File: src/rtl/mips_defs_pkg.sv
// Shared MIPS decode definitions: opcodes, functs, ALU encodings and the
// instruction decode helper used by the ID stage.
package mips_defs_pkg;

    localparam int ALUOP_W  = 8;
    localparam int ALUSEL_W = 3;

    localparam logic        RstEnable  = 1'b1;
    localparam logic [4:0]  NOPRegAddr = 5'd0;
    localparam logic [31:0] ZeroWord   = 32'h0;

    localparam logic [5:0] OP_SPECIAL = 6'h00;
    localparam logic [5:0] OP_ANDI    = 6'h0C;
    localparam logic [5:0] OP_ORI     = 6'h0D;
    localparam logic [5:0] OP_XORI    = 6'h0E;
    localparam logic [5:0] OP_LUI     = 6'h0F;
    localparam logic [5:0] OP_LW      = 6'h23;

    localparam logic [5:0] FN_SLL  = 6'h00;
    localparam logic [5:0] FN_SRL  = 6'h02;
    localparam logic [5:0] FN_SRA  = 6'h03;
    localparam logic [5:0] FN_ADDU = 6'h21;
    localparam logic [5:0] FN_SUBU = 6'h23;
    localparam logic [5:0] FN_AND  = 6'h24;
    localparam logic [5:0] FN_OR   = 6'h25;
    localparam logic [5:0] FN_XOR  = 6'h26;
    localparam logic [5:0] FN_NOR  = 6'h27;
    localparam logic [5:0] FN_SLT  = 6'h2A;

    localparam logic [ALUOP_W-1:0] EXE_NOP_OP  = 8'h00;
    localparam logic [ALUOP_W-1:0] EXE_SRL_OP  = 8'h02;
    localparam logic [ALUOP_W-1:0] EXE_SRA_OP  = 8'h03;
    localparam logic [ALUOP_W-1:0] EXE_ADDU_OP = 8'h21;
    localparam logic [ALUOP_W-1:0] EXE_SUBU_OP = 8'h23;
    localparam logic [ALUOP_W-1:0] EXE_AND_OP  = 8'h24;
    localparam logic [ALUOP_W-1:0] EXE_OR_OP   = 8'h25;
    localparam logic [ALUOP_W-1:0] EXE_XOR_OP  = 8'h26;
    localparam logic [ALUOP_W-1:0] EXE_NOR_OP  = 8'h27;
    localparam logic [ALUOP_W-1:0] EXE_SLT_OP  = 8'h2A;
    localparam logic [ALUOP_W-1:0] EXE_SLL_OP  = 8'h7C;
    localparam logic [ALUOP_W-1:0] EXE_LW_OP   = 8'hE3;

    localparam logic [ALUSEL_W-1:0] EXE_RES_NOP       = 3'b000;
    localparam logic [ALUSEL_W-1:0] EXE_RES_LOGIC     = 3'b001;
    localparam logic [ALUSEL_W-1:0] EXE_RES_SHIFT     = 3'b010;
    localparam logic [ALUSEL_W-1:0] EXE_RES_ARITH     = 3'b100;
    localparam logic [ALUSEL_W-1:0] EXE_RES_LOADSTORE = 3'b111;

    typedef enum logic [2:0] {
        IMM_NONE,
        IMM_ZEXT,
        IMM_SEXT,
        IMM_LUI,
        IMM_SHAMT
    } imm_kind_e;

    typedef struct packed {
        logic [ALUOP_W-1:0]  aluop;
        logic [ALUSEL_W-1:0] alusel;
        logic                rd1;
        logic                rd2;
        logic                wreg;
        logic                wd_rt;
        logic                is_load;
        logic                invalid;
        imm_kind_e           imm_kind;
    } dec_t;

    function automatic dec_t decode_inst(input logic [31:0] inst);
        dec_t d;
        d          = '0;
        d.aluop    = EXE_NOP_OP;
        d.alusel   = EXE_RES_NOP;
        d.imm_kind = IMM_NONE;
        d.invalid  = 1'b1;
        case (inst[31:26])
            OP_SPECIAL: begin
                d.invalid = 1'b0;
                d.wreg    = 1'b1;
                d.rd1     = 1'b1;
                d.rd2     = 1'b1;
                case (inst[5:0])
                    FN_AND:  begin d.aluop = EXE_AND_OP;  d.alusel = EXE_RES_LOGIC; end
                    FN_OR:   begin d.aluop = EXE_OR_OP;   d.alusel = EXE_RES_LOGIC; end
                    FN_XOR:  begin d.aluop = EXE_XOR_OP;  d.alusel = EXE_RES_LOGIC; end
                    FN_NOR:  begin d.aluop = EXE_NOR_OP;  d.alusel = EXE_RES_LOGIC; end
                    FN_ADDU: begin d.aluop = EXE_ADDU_OP; d.alusel = EXE_RES_ARITH; end
                    FN_SUBU: begin d.aluop = EXE_SUBU_OP; d.alusel = EXE_RES_ARITH; end
                    FN_SLT:  begin d.aluop = EXE_SLT_OP;  d.alusel = EXE_RES_ARITH; end
                    // shifts take the shift amount on port 1 instead of rs
                    FN_SLL:  begin d.aluop = EXE_SLL_OP; d.alusel = EXE_RES_SHIFT; d.rd1 = 1'b0; d.imm_kind = IMM_SHAMT; end
                    FN_SRL:  begin d.aluop = EXE_SRL_OP; d.alusel = EXE_RES_SHIFT; d.rd1 = 1'b0; d.imm_kind = IMM_SHAMT; end
                    FN_SRA:  begin d.aluop = EXE_SRA_OP; d.alusel = EXE_RES_SHIFT; d.rd1 = 1'b0; d.imm_kind = IMM_SHAMT; end
                    default: begin
                        d.invalid = 1'b1;
                        d.wreg    = 1'b0;
                        d.rd1     = 1'b0;
                        d.rd2     = 1'b0;
                    end
                endcase
            end
            OP_ORI, OP_ANDI, OP_XORI: begin
                d.invalid  = 1'b0;
                d.wreg     = 1'b1;
                d.wd_rt    = 1'b1;
                d.rd1      = 1'b1;
                d.imm_kind = IMM_ZEXT;
                d.alusel   = EXE_RES_LOGIC;
                d.aluop    = (inst[31:26] == OP_ORI)  ? EXE_OR_OP  :
                             (inst[31:26] == OP_ANDI) ? EXE_AND_OP : EXE_XOR_OP;
            end
            OP_LUI: begin
                d.invalid  = 1'b0;
                d.wreg     = 1'b1;
                d.wd_rt    = 1'b1;
                d.imm_kind = IMM_LUI;
                d.aluop    = EXE_OR_OP;
                d.alusel   = EXE_RES_LOGIC;
            end
            OP_LW: begin
                d.invalid  = 1'b0;
                d.wreg     = 1'b1;
                d.wd_rt    = 1'b1;
                d.rd1      = 1'b1;
                d.is_load  = 1'b1;
                d.imm_kind = IMM_SEXT;
                d.aluop    = EXE_LW_OP;
                d.alusel   = EXE_RES_LOADSTORE;
            end
            default: ;
        endcase
        return d;
    endfunction

endpackage

File: src/rtl/id_fwd_mux.sv
// Single-operand source select: immediate, register 0, EX/MEM forward or
// register file. Also reports raw EX/MEM address hits for hazard logic.
module id_fwd_mux
    import mips_defs_pkg::*;
#(
    parameter int DATA_W = 32,
    parameter int REG_AW = 5,
    parameter bit FWD_EN = 1'b1
) (
    input  logic              rd,
    input  logic [REG_AW-1:0] addr,
    input  logic [DATA_W-1:0] rf_data,
    input  logic [DATA_W-1:0] imm,
    input  logic              ex_wreg,
    input  logic [REG_AW-1:0] ex_wd,
    input  logic [DATA_W-1:0] ex_wdata,
    input  logic              mem_wreg,
    input  logic [REG_AW-1:0] mem_wd,
    input  logic [DATA_W-1:0] mem_wdata,
    output logic [DATA_W-1:0] data,
    output logic              ex_hit,
    output logic              mem_hit
);

    logic addr_nz;

    assign addr_nz = (addr != '0);
    assign ex_hit  = rd && addr_nz && ex_wreg  && (ex_wd  == addr);
    assign mem_hit = rd && addr_nz && mem_wreg && (mem_wd == addr);

    // EX is younger than MEM, so its value wins when both match
    always_comb begin
        data = rf_data;
        if (!rd)
            data = imm;
        else if (!addr_nz)
            data = '0;
        else if (FWD_EN && ex_hit)
            data = ex_wdata;
        else if (FWD_EN && mem_hit)
            data = mem_wdata;
    end

endmodule

File: src/rtl/id_stage_pipe.sv
// MIPS decode stage with forwarding, load-use bubble insertion and the
// ID/EX pipeline register.
module id_stage_pipe
    import mips_defs_pkg::*;
#(
    parameter int DATA_W = 32,
    parameter int REG_AW = 5,
    parameter bit FWD_EN = 1'b1
) (
    input  logic                clk,
    input  logic                rst,
    input  logic [31:0]         pc_i,
    input  logic [31:0]         inst_i,
    input  logic                in_valid_i,
    input  logic [DATA_W-1:0]   reg1_data_i,
    input  logic [DATA_W-1:0]   reg2_data_i,
    input  logic                ex_wreg_i,
    input  logic [REG_AW-1:0]   ex_wd_i,
    input  logic [DATA_W-1:0]   ex_wdata_i,
    input  logic                ex_is_load_i,
    input  logic                mem_wreg_i,
    input  logic [REG_AW-1:0]   mem_wd_i,
    input  logic [DATA_W-1:0]   mem_wdata_i,
    input  logic                stall_i,
    input  logic                flush_i,
    output logic                reg1_read_o,
    output logic                reg2_read_o,
    output logic [REG_AW-1:0]   reg1_addr_o,
    output logic [REG_AW-1:0]   reg2_addr_o,
    output logic                stall_req_o,
    output logic                ex_valid_o,
    output logic [ALUOP_W-1:0]  ex_aluop_o,
    output logic [ALUSEL_W-1:0] ex_alusel_o,
    output logic [DATA_W-1:0]   ex_reg1_o,
    output logic [DATA_W-1:0]   ex_reg2_o,
    output logic [REG_AW-1:0]   ex_wd_o,
    output logic                ex_wreg_o,
    output logic [31:0]         ex_pc_o,
    output logic                ex_is_load_o,
    output logic                ex_invalid_o
);

    dec_t              dec;
    logic              run;
    logic [31:0]       imm32;
    logic [DATA_W-1:0] imm;
    logic [DATA_W-1:0] op1;
    logic [DATA_W-1:0] op2;
    logic              hit1_ex, hit1_mem, hit2_ex, hit2_mem;
    logic              load_use;
    logic              raw_stall;
    logic [REG_AW-1:0] wd_next;
    logic              bubble;

    assign dec = decode_inst(inst_i);
    assign run = (rst != RstEnable);

    always_comb begin
        imm32 = ZeroWord;
        case (dec.imm_kind)
            IMM_ZEXT:  imm32 = {16'h0, inst_i[15:0]};
            IMM_SEXT:  imm32 = {{16{inst_i[15]}}, inst_i[15:0]};
            IMM_LUI:   imm32 = {inst_i[15:0], 16'h0};
            IMM_SHAMT: imm32 = {27'h0, inst_i[10:6]};
            default:   imm32 = ZeroWord;
        endcase
    end

    assign imm = DATA_W'(imm32);

    assign reg1_read_o = run && dec.rd1;
    assign reg2_read_o = run && dec.rd2;
    assign reg1_addr_o = run ? REG_AW'(inst_i[25:21]) : '0;
    assign reg2_addr_o = run ? REG_AW'(inst_i[20:16]) : '0;

    id_fwd_mux #(.DATA_W(DATA_W), .REG_AW(REG_AW), .FWD_EN(FWD_EN)) u_fwd1 (
        .rd        (reg1_read_o),
        .addr      (reg1_addr_o),
        .rf_data   (reg1_data_i),
        .imm       (imm),
        .ex_wreg   (ex_wreg_i),
        .ex_wd     (ex_wd_i),
        .ex_wdata  (ex_wdata_i),
        .mem_wreg  (mem_wreg_i),
        .mem_wd    (mem_wd_i),
        .mem_wdata (mem_wdata_i),
        .data      (op1),
        .ex_hit    (hit1_ex),
        .mem_hit   (hit1_mem)
    );

    id_fwd_mux #(.DATA_W(DATA_W), .REG_AW(REG_AW), .FWD_EN(FWD_EN)) u_fwd2 (
        .rd        (reg2_read_o),
        .addr      (reg2_addr_o),
        .rf_data   (reg2_data_i),
        .imm       (imm),
        .ex_wreg   (ex_wreg_i),
        .ex_wd     (ex_wd_i),
        .ex_wdata  (ex_wdata_i),
        .mem_wreg  (mem_wreg_i),
        .mem_wd    (mem_wd_i),
        .mem_wdata (mem_wdata_i),
        .data      (op2),
        .ex_hit    (hit2_ex),
        .mem_hit   (hit2_mem)
    );

    // Without forwarding every in-flight producer match has to wait it out
    assign load_use    = ex_is_load_i && (hit1_ex || hit2_ex);
    assign raw_stall   = !FWD_EN && (hit1_ex || hit2_ex || hit1_mem || hit2_mem);
    assign stall_req_o = run && in_valid_i && (load_use || raw_stall);

    assign wd_next = dec.wd_rt ? REG_AW'(inst_i[20:16]) : REG_AW'(inst_i[15:11]);
    assign bubble  = flush_i || (!stall_i && stall_req_o);

    always_ff @(posedge clk) begin
        if (rst == RstEnable || bubble) begin
            ex_valid_o   <= 1'b0;
            ex_aluop_o   <= EXE_NOP_OP;
            ex_alusel_o  <= EXE_RES_NOP;
            ex_reg1_o    <= '0;
            ex_reg2_o    <= '0;
            ex_wd_o      <= REG_AW'(NOPRegAddr);
            ex_wreg_o    <= 1'b0;
            ex_pc_o      <= ZeroWord;
            ex_is_load_o <= 1'b0;
            ex_invalid_o <= 1'b0;
        end else if (!stall_i) begin
            ex_valid_o   <= in_valid_i;
            ex_aluop_o   <= dec.aluop;
            ex_alusel_o  <= dec.alusel;
            ex_reg1_o    <= op1;
            ex_reg2_o    <= op2;
            ex_wd_o      <= wd_next;
            ex_wreg_o    <= dec.wreg && in_valid_i;
            ex_pc_o      <= pc_i;
            ex_is_load_o <= dec.is_load && in_valid_i;
            ex_invalid_o <= dec.invalid && in_valid_i;
        end
    end

endmodule

File: config.mk
export PLATFORM = sky130hd
export DESIGN_NAME = id_stage_pipe
export DESIGN_NICKNAME = d
export VERILOG_FILES = /design/src/rtl/mips_defs_pkg.sv /design/src/rtl/id_fwd_mux.sv /design/src/rtl/id_stage_pipe.sv
export SDC_FILE = /design/constraint.sdc
export NUM_CORES = 1
export LEC_CHECK = 0
export CORE_AREA = 2 2 136 138
export DETAILED_ROUTE_END_ITERATION = 12
export DIE_AREA = 0 0 138 140
export PLACE_DENSITY = 0.76
export SLEW_MARGIN = 20
export SYNTH_ARGS = -nofsm -noshare
export SYNTH_HDL_FRONTEND = slang
export SYNTH_HIERARCHICAL = 1
export SYNTH_SLANG_ARGS = --single-unit
File: constraint.sdc
create_clock -name clk -period 4.3 [get_ports clk]
set_input_delay 0.645 -clock clk [delete_from_list [all_inputs] [get_ports clk]]
set_output_delay 0.645 -clock clk [all_outputs]
set_load 0.02 [all_outputs]
* Yosys cells after proc, flatten, opt, wreduce, memory -nomap -nowiden
Index checks and enable logic that the tools add are counted.
** Word-level totals
- Flip-flop bits (word level) :: 116
- Bits of input ports :: 210
- Output and inout bits :: 129
- Word-level logic and storage cells :: 92
** Cells by class
- Eq/ne operators :: 22
- Muxes and demuxes :: 26
- Bitwise logic cells :: 1
- Reduce and logical (&&, ||, !) cells :: 33
** Operators by type and width (count)
- 2-to-1 mux 32 bit :: 8
- case mux 32 bit (4 select lines) :: 1
- case mux 10 bit (10 select lines) :: 1
- equality test 6 bit, second input constant :: 8
- case mux 11 bit (4 select lines) :: 1
- equality test 6 x 4 -> 1 bit, second input constant :: 4
- equality test 5 bit :: 4
- logical AND 1 bit :: 19
- case mux 4 bit (4 select lines) :: 1
- 2-to-1 mux 5 bit :: 3
- equality test 6 x 2 -> 1 bit, second input constant :: 2
- logical NOT 6 bit :: 2
- nonzero test 5 bit :: 2
- OR reduction 10 bit :: 1
- OR reduction 7 bit :: 1
- equality test 3 x 2 -> 1 bit, second input constant :: 2
- 2-to-1 mux 2 bit :: 3
- OR reduction 3 bit :: 2
- 2-to-1 mux 1 bit :: 5
- OR reduction 5 bit :: 1
- case mux 1 bit (2 select lines) :: 2
- OR reduction 4 bit :: 1
- equality test 3 x 1 -> 1 bit, second input constant :: 1
- equality test 3 bit, second input constant :: 1
- 4 further kinds :: 6

* Longest topological paths before layout
Gate-level depths: netlist (run 1).
- Depth after elaboration :: 14
- Gate-level depth with buffers :: 16
- Mapped depth without buffers :: 13

* Hierarchy
Netlist (run 1), hierarchy kept.
** Modules (own cells, without submodules)
- id_stage_pipe :: instances 1, cells an instance 508, area an instance 4857.2 um^2, sequential area each 2322.2 um^2
- id_fwd_mux :: instances 2, cells an instance 204, area an instance 1257.5 um^2, sequential area each 0.0 um^2

* Worst setup path after synthesis (run 1)
Ideal clock, no wire load.
- Kind :: input-to-output
- Start :: input port inst_i[29]
- End :: output port stall_req_o
- Arrival :: 3.476 ns
- Data required time :: 3.655 ns
- Slack :: 0.179 ns
- Stages :: 13
- Path buffers :: 3
- Cell sequence :: or3b_4 o21a_4 nor3_4 buf_6 a21oi_1 nor2_1 buf_2 a21boi_0 clkbuf_1 and2_1 o21a_1 nand2_1 nor2_1
** Between the ends
- Word-level cells in the longest chain between the ends :: 10
- Elaborated cells on any way between the ends :: 19
- Those cells by class :: eq/ne (4); mux (2); reduce/logical (13)
** Ends and longest elaborated chain
- from (decl) :: RTL line id_stage_pipe.sv:13 : input logic [31:0] inst_i,
- equality test 6 x 4 -> 1 bit / equality test 6 bit (equally long branches) :: RTL line mips_defs_pkg.sv:76 : case (inst[31:26])
- OR reduction 4 bit (no line)
- case mux 1 bit (2 select lines) (*) :: RTL line mips_defs_pkg.sv:76
- logical AND 1 bit (*) :: RTL line id_stage_pipe.sv:71 : assign reg1_read_o = run && dec.rd1;
- named net reg1_read_o :: RTL line id_stage_pipe.sv:26 : output logic reg1_read_o,
- logical AND 1 bit (*) (3 in a row) :: RTL line id_fwd_mux.sv:28 : assign ex_hit = rd && addr_nz && ex_wreg && (ex_wd == addr);
- named net hit1_ex :: RTL line id_stage_pipe.sv:49 : logic hit1_ex, hit1_mem, hit2_ex, hit2_mem;
- logical OR 1 bit (*) :: RTL line id_stage_pipe.sv:109 : assign load_use = ex_is_load_i && (hit1_ex || hit2_ex);
- logical AND 1 bit (*) :: RTL line id_stage_pipe.sv:109
- logical AND 1 bit (*) :: RTL line id_stage_pipe.sv:111 : assign stall_req_o = run && in_valid_i && (load_use || raw_stall);
- to (decl) :: RTL line id_stage_pipe.sv:30 : output logic stall_req_o,
The timed path passes the listed nets; every way through them passes the cells marked *.

* Worst setup path in the final report (run 1)
- Start :: input port inst_i[31]
- End :: output port reg1_read_o
** Between the ends
- Word-level cells in the longest chain between the ends :: 4
- Elaborated cells on any way between the ends :: 8
- Those cells by class :: eq/ne (4); mux (1); reduce/logical (3)
** Ends and longest elaborated chain (RTL line)
- equality test 6 x 4 -> 1 bit / equality test 6 bit (equally long branches) :: mips_defs_pkg.sv:76
- OR reduction 4 bit (no line)
- case mux 1 bit (2 select lines) (*) :: mips_defs_pkg.sv:76
- logical AND 1 bit (*) :: id_stage_pipe.sv:71
- to (decl) :: id_stage_pipe.sv:26
Mark *: on every way between the ends. The rest lies on a longest branch, timed or not.

==> impl_metrics.toml, run 1 <==
[outcome]
status = "completed"

[routing]
drc_errors = 0
wl_um = 31300
ant_nets = 0
first_pass_iters = 5
vias = 8407
drt-wirelength-per-cell_um = 21.2
drtIter0Drc = 684
via_per_inst = 5.69

[timing]
worstMarginPinSlew_ns = 0.887
finalHoldViolCount = 0
maxSlewHeadroom = 0.408
rsz0062_at_grt = "no"
period_share = 0.959
max_freq_mhz = 242
setup_viol = 0
final.setup.worst_slack_ns = 0.175
tns_ns = 0
finalClockSkew_ns = 0
finalMaxSlewViolations = 0
period_needed_ns = 4.13

[finish]
fin_nets = 1445
final_util = 0.654
syn_to_final_growth_pct = 57.8
multi_input_area_um2 = 4470
antenna_cells = 0
drive_gt1_frac = 0.0938
fillers = 1546
register_area_um2 = 2320
postLayoutCellArea_um2 = 11600

[clock_network]
postCtsHoldBufs = 0
cts-root-buf = "clkbuf_16"
insertion_delay_ns = 0.41
post_cts_resized = 0
cts_tree = "yes"
numCtsBuffers = 17
cts_setup_buffers = 0
clk_pin_slew_ns = 0.06
cts.sinks = 116
htreeDepth = 4
clockBufferDepth = 2

[min_path]
whs_path_depth = 2
worstHoldStart = "ex_aluop_o[2]"
hold_path.class = "reg -> reg"
hold_end = "ex_aluop_o[2]"

[die]
ios = 339
core.rowCount = 49
fp.dieH_um = 140
start_util = 0.415
die_w_um = 138
die-area_um2 = 19300
core_area_um2 = 17800

[synthesis]
synth.avg_cell_area_um2 = 8.05
syn_nets = 1126
syn-cell-area_um2 = 7370
ys_ff_latch = 116
synthCells = 916
synthFlopType = "dfxtp_1"
synth_warnings = 6
synth-async-reset-ratio = 0
synth_edf_count = 0
synth.distinct_cells = 55
seq_area_frac_synth = 0.315

[grt]
grt_pass1_wl_um = 47600
grt_max_degree = 71
grt_overflow = 0
track_usage = 0.311
antenna_found_initial = 0
grt_pass1_vias = 8304

[setup_path]
r2r-start = "ex_reg1_o[18]"
crit_fanout = 18
cpMaxStageDelayCell = "clkdlybuf4s50_1"
critPathKind = "in -> out"
endpoint_kind = "primary output"
r2r_setup_slack_ns = 3.61
critPathArrivalTime_ns = 3.48
path_cells = "clkdlybuf4s50_1, or3b_4, o21a_4, nor3_4, a21oi_1, nor2_4, buf_4, buf_4, clkdlybuf4s50_1"
reg2reg_depth = 2
r2r_end = "ex_reg1_o[18]"
worstPathBufferInverterCount = 4
cp_top_family = "buffers and inverters"
max_stage_delay_ns = 0.71
cp-start-kind = "input pin"
required_ns = 3.65

[power_and_ir_drop]
power_density_nw_per_um2 = 267
peakVddDrop_mv = 0.250
power_leakage_nw = 4.45

[place]
finalWeightedCongestion = 0.911
port_buffers = 338
dp_hpwl_um = 22800
placed_cell_area_um2 = 11000
place_ws_ns = 0.214

[job]
timing.max_cap.violations = 0
[registers in the layout, indices dropped and copies added (netlist names)]
signal / count
ex_wd_o: 5
ex_is_load_o: 1
ex_pc_o: 32
ex_aluop_o: 8
ex_alusel_o: 3
ex_reg2_o: 32
ex_wreg_o: 1
ex_reg1_o: 32
ex_valid_o: 1
ex_invalid_o: 1
[worst register-to-register path: cells and delay by family, from the launching register on]
kind | cells | cell delay [ns]
DFF | 1 | 0.33
and+or+nand+nor | 1 | 0.07
muxes | 1 | 0.15
[area by class of cell]
cell class	count	share of cell area
multi-input cells	651	0.384
flip-flops and latches	116	0.200
clock inverters	14	0.0133
inverters	71	0.0231
well taps	229	0.0246
repair buffers	378	0.318
clock buffers	18	0.0369
[metrics by stage]
stage	hold slack, ns	power, W	instances
4_1_cts	0.473	0.00313	1477
3_3_place_gp	0.454	0.00171	1445
3_5_place_dp	0.465	0.00171	1445
5_1_grt	0.485	0.00322	1477
2_1_floorplan	0.541	0.00137	916
6_report	0.470	0.00311	1477
[metal layers]
| metal | up-vias | track usage | part of all wire |
|---|---|---|---|
| met1 | 3913 | 0.386 | 0.41 |
| met5 | - | 0 | 0 |
| li1 | 3912 | - | - |
| met4 | 0 | 0.135 | 0.036 |
| met3 | 71 | 0.0879 | 0.095 |
| met2 | 511 | 0.507 | 0.46 |
[cells by family after synthesis]
kind of cell	count (synthesis)	synth area share
AO/OA/AOI/OAI	289	0.265
XOR/XNOR	20	0.0238
buffers and inverters	149	0.0866
multiplexers	102	0.138
AND/OR/NAND/NOR	240	0.171
flip-flops	116	0.315
[worst max path at each step]
| stage | startpoint | end | slack [ns] | cells past startpoint |
|---|---|---|---|---|
| floorplan | inst_i[29] | stall_req_o | 0.18 | 13 |
| global placement | inst_i[31] | stall_req_o | 0.24 | 12 |
| detailed placement | inst_i[31] | stall_req_o | 0.21 | 12 |
| CTS | inst_i[31] | stall_req_o | 0.18 | 12 |
| global route | inst_i[31] | stall_req_o | 0.02 | 12 |
| finish | inst_i[31] | reg1_read_o | 0.17 | 9 |
[cells in the mapped netlist, types with 3 or more instances]
cell / count / area share
a211oi_1: 63 / 0.064
a211oi_2: 8 / 0.014
a21boi_0: 24 / 0.024
a21boi_1: 12 / 0.012
a21o_1: 15 / 0.015
a21oi_1: 7 / 0.0048
a22o_1: 8 / 0.0095
and2_1: 15 / 0.013
and3_1: 20 / 0.017
and3_2: 10 / 0.010
buf_1: 3 / 0.0015
buf_2: 14 / 0.0095
buf_4: 3 / 0.0031
buf_6: 6 / 0.0092
clkbuf_1: 50 / 0.025
dfxtp_1: 116 / 0.32
inv_1: 68 / 0.035
mux2i_1: 102 / 0.14
nand2_1: 15 / 0.0076
nand3_1: 3 / 0.0020
nor2_1: 122 / 0.062
nor2b_1: 14 / 0.012
nor3_1: 14 / 0.0095
nor4_2: 3 / 0.0051
o21ai_0: 73 / 0.050
o22ai_1: 65 / 0.055
or2_2: 3 / 0.0025
or3_1: 3 / 0.0025
xnor2_1: 10 / 0.012
xor2_1: 10 / 0.012
[where the power goes]
group          internal [W]  switching (W)  total (W)
sequential          0.00109     0.00000892    0.00110
clock              0.000859       0.000555    0.00141
combinational      0.000321       0.000271   0.000592
total               0.00227       0.000834    0.00311
[cell usage in the layout, fill, tap and decap left out, drive strengths merged, types with 2 or more instances in the layout]
cell type / Yosys / layout
a211oi: 71 / 71
a21boi: 36 / 36
a21o: 15 / 15
a21oi: 7 / 7
a22o: 8 / 8
a31oi: 2 / 2
a32o: 2 / 2
and2: 15 / 15
and3: 30 / 30
buf: 26 / 41
bufinv: 0 / 2
clkbuf: 52 / 18
clkdlybuf4s50: 0 / 337
clkinv: 3 / 11
clkinvlp: 0 / 2
dfxtp: 116 / 116
inv: 68 / 70
mux2i: 102 / 102
nand2: 17 / 17
nand3: 3 / 3
nand3b: 2 / 2
nand4: 2 / 2
nor2: 123 / 123
nor2b: 14 / 14
nor3: 18 / 18
nor4: 6 / 6
o21a: 3 / 3
o21ai: 73 / 73
o22ai: 65 / 65
o31ai: 2 / 2
or2: 3 / 3
or3: 4 / 4
xnor2: 10 / 10
xor2: 10 / 10
Note: power is estimated with default switching activity, not from simulation.
==> run 2, diff against run 1 <==
CTS_BUF_LIST = sky130_fd_sc_hd__clkbuf_4 sky130_fd_sc_hd__clkbuf_8 sky130_fd_sc_hd__clkbuf_16   (was default)
==> impl_metrics.toml, run 2 (same netlist as run 1, synthesis figures left out) <==
[outcome]
status = "completed"

[clock_network]
insertion_delay_ns = 0.41
postCtsHoldBufs = 0
clockBufferDepth = 2
cts.sinks = 116
post_cts_resized = 0
clk_pin_slew_ns = 0.06
numCtsBuffers = 17
cts_setup_buffers = 0
htreeDepth = 4
cts_tree = "yes"
cts-root-buf = "clkbuf_16"

[timing]
maxSlewHeadroom = 0.408
finalClockSkew_ns = 0
period_needed_ns = 4.12
finalHoldViolCount = 0
max_freq_mhz = 243
holdWs_ns = 0.470
rsz0062_at_grt = "no"
period_share = 0.957
final.setup.worst_slack_ns = 0.184
tns_ns = 0
setup_viol = 0
worstMarginPinSlew_ns = 0.888
finalMaxSlewViolations = 0

[finish]
drive_gt1_frac = 0.0946
fillers = 1546
finalNonFillerCells = 1477
reg_top3 = "ex_pc_o: 32 flops, ex_reg1_o: 32 flops, ex_reg2_o: 32 flops"
final_cell_mix = "337 x clkdlybuf4s50_1, 118 x nor2_1, 116 x dfxtp_1"
syn_to_final_growth_pct = 57.8
register_area_um2 = 2320
multi_input_area_um2 = 4470
fin_nets = 1445
final_common_cell = "clkdlybuf4s50_1"
antenna_cells = 0

[routing]
drc_errors = 0
first_pass_iters = 6
drtIter0Drc = 618
wl_um = 31300
drt-wirelength-per-cell_um = 21.2
ant_nets = 0
vias = 8418
via_per_inst = 5.70

[place]
place_inst = 1445
finalWeightedCongestion = 0.911
place_ws_ns = 0.214
dp_hpwl_um = 22800
port_buffers = 338

[die]
start_util = 0.415
die_w_um = 138
ios = 339
fp.dieH_um = 140
core_area_um2 = 17800
die-area_um2 = 19300
core.rowCount = 49

[grt]
antenna_found_initial = 0
grt_max_degree = 71
grt_pass1_vias = 8317
grt_pass1_wl_um = 47600
grt_overflow = 0
track_usage = 0.311

[power_and_ir_drop]
power_leakage_nw = 4.45
power_density_nw_per_um2 = 268
power_w = 0.00311
peakVddDrop_mv = 0.248

[setup_path]
crit_fanout = 6
endpoint_kind = "primary output"
cp-start-kind = "input pin"
critPathArrivalTime_ns = 3.47
required_ns = 3.65
critPathKind = "in -> out"

[job]
timing.max_cap.violations = 0

[min_path]
hold_path.class = "reg -> reg"
-- run 2: cell counts in the layout (fill, tap and decap cells not counted) --
No cell type changed its count.
-- run 2: area by class of cell --
type / instances / area share
Multi-Input combinational cell: 651 / 0.384
Inverter: 71 / 0.0231
Sequential cell: 116 / 0.200
Clock buffer: 18 / 0.0372
Tap cell: 229 / 0.0246
Clock inverter: 14 / 0.0133
Timing Repair Buffer: 378 / 0.318
-- run 2: metrics by stage --
step / cell area (µm²) / util
4_1_cts: 11600 / 0.654
6_report: 11600 / 0.654
5_1_grt: 11600 / 0.654
3_5_place_dp: 11000 / 0.621
3_3_place_gp: 11000 / 0.621
2_1_floorplan: 7370 / -
-- run 2: final timing paths --
kind,slack [ns],start,endpoint,depth (start not counted)
max,0.18,inst_i[31],stall_req_o,12
min,0.47,ex_aluop_o[2],ex_aluop_o[2],2
max reg2reg,3.61,ex_wd_o[3],ex_wd_o[3],2
min reg2reg,0.47,ex_aluop_o[2],ex_aluop_o[2],2
-- run 2: worst max-delay path: stages --
cell	delay, ns
clkdlybuf4s50_1	0.55
or3b_4	0.43
o21a_4	0.25
nor3_4	0.13
a21oi_1	0.09
nor2_4	0.10
a21boi_2	0.17
and2_1	0.13
o21a_1	0.17
nand2_1	0.07
nor2_1	0.12
clkdlybuf4s50_1	0.62
-- run 2: where the power goes --
part	leakage, nW	internal (W)	switching, W
Combinational	3.23	0.000321	0.000271
Sequential	0.939	0.00109	0.00000893
Clock	0.284	0.000866	0.000557
-- run 2: layer usage --
metal / vias to the layer above / share of wire / GRT usage
met2: 506 / 0.46 / 0.505
li1: 3914 / - / -
met1: 3928 / 0.41 / 0.388
met5: - / 0 / 0
met4: 0 / 0.036 / 0.134
met3: 70 / 0.093 / 0.0851
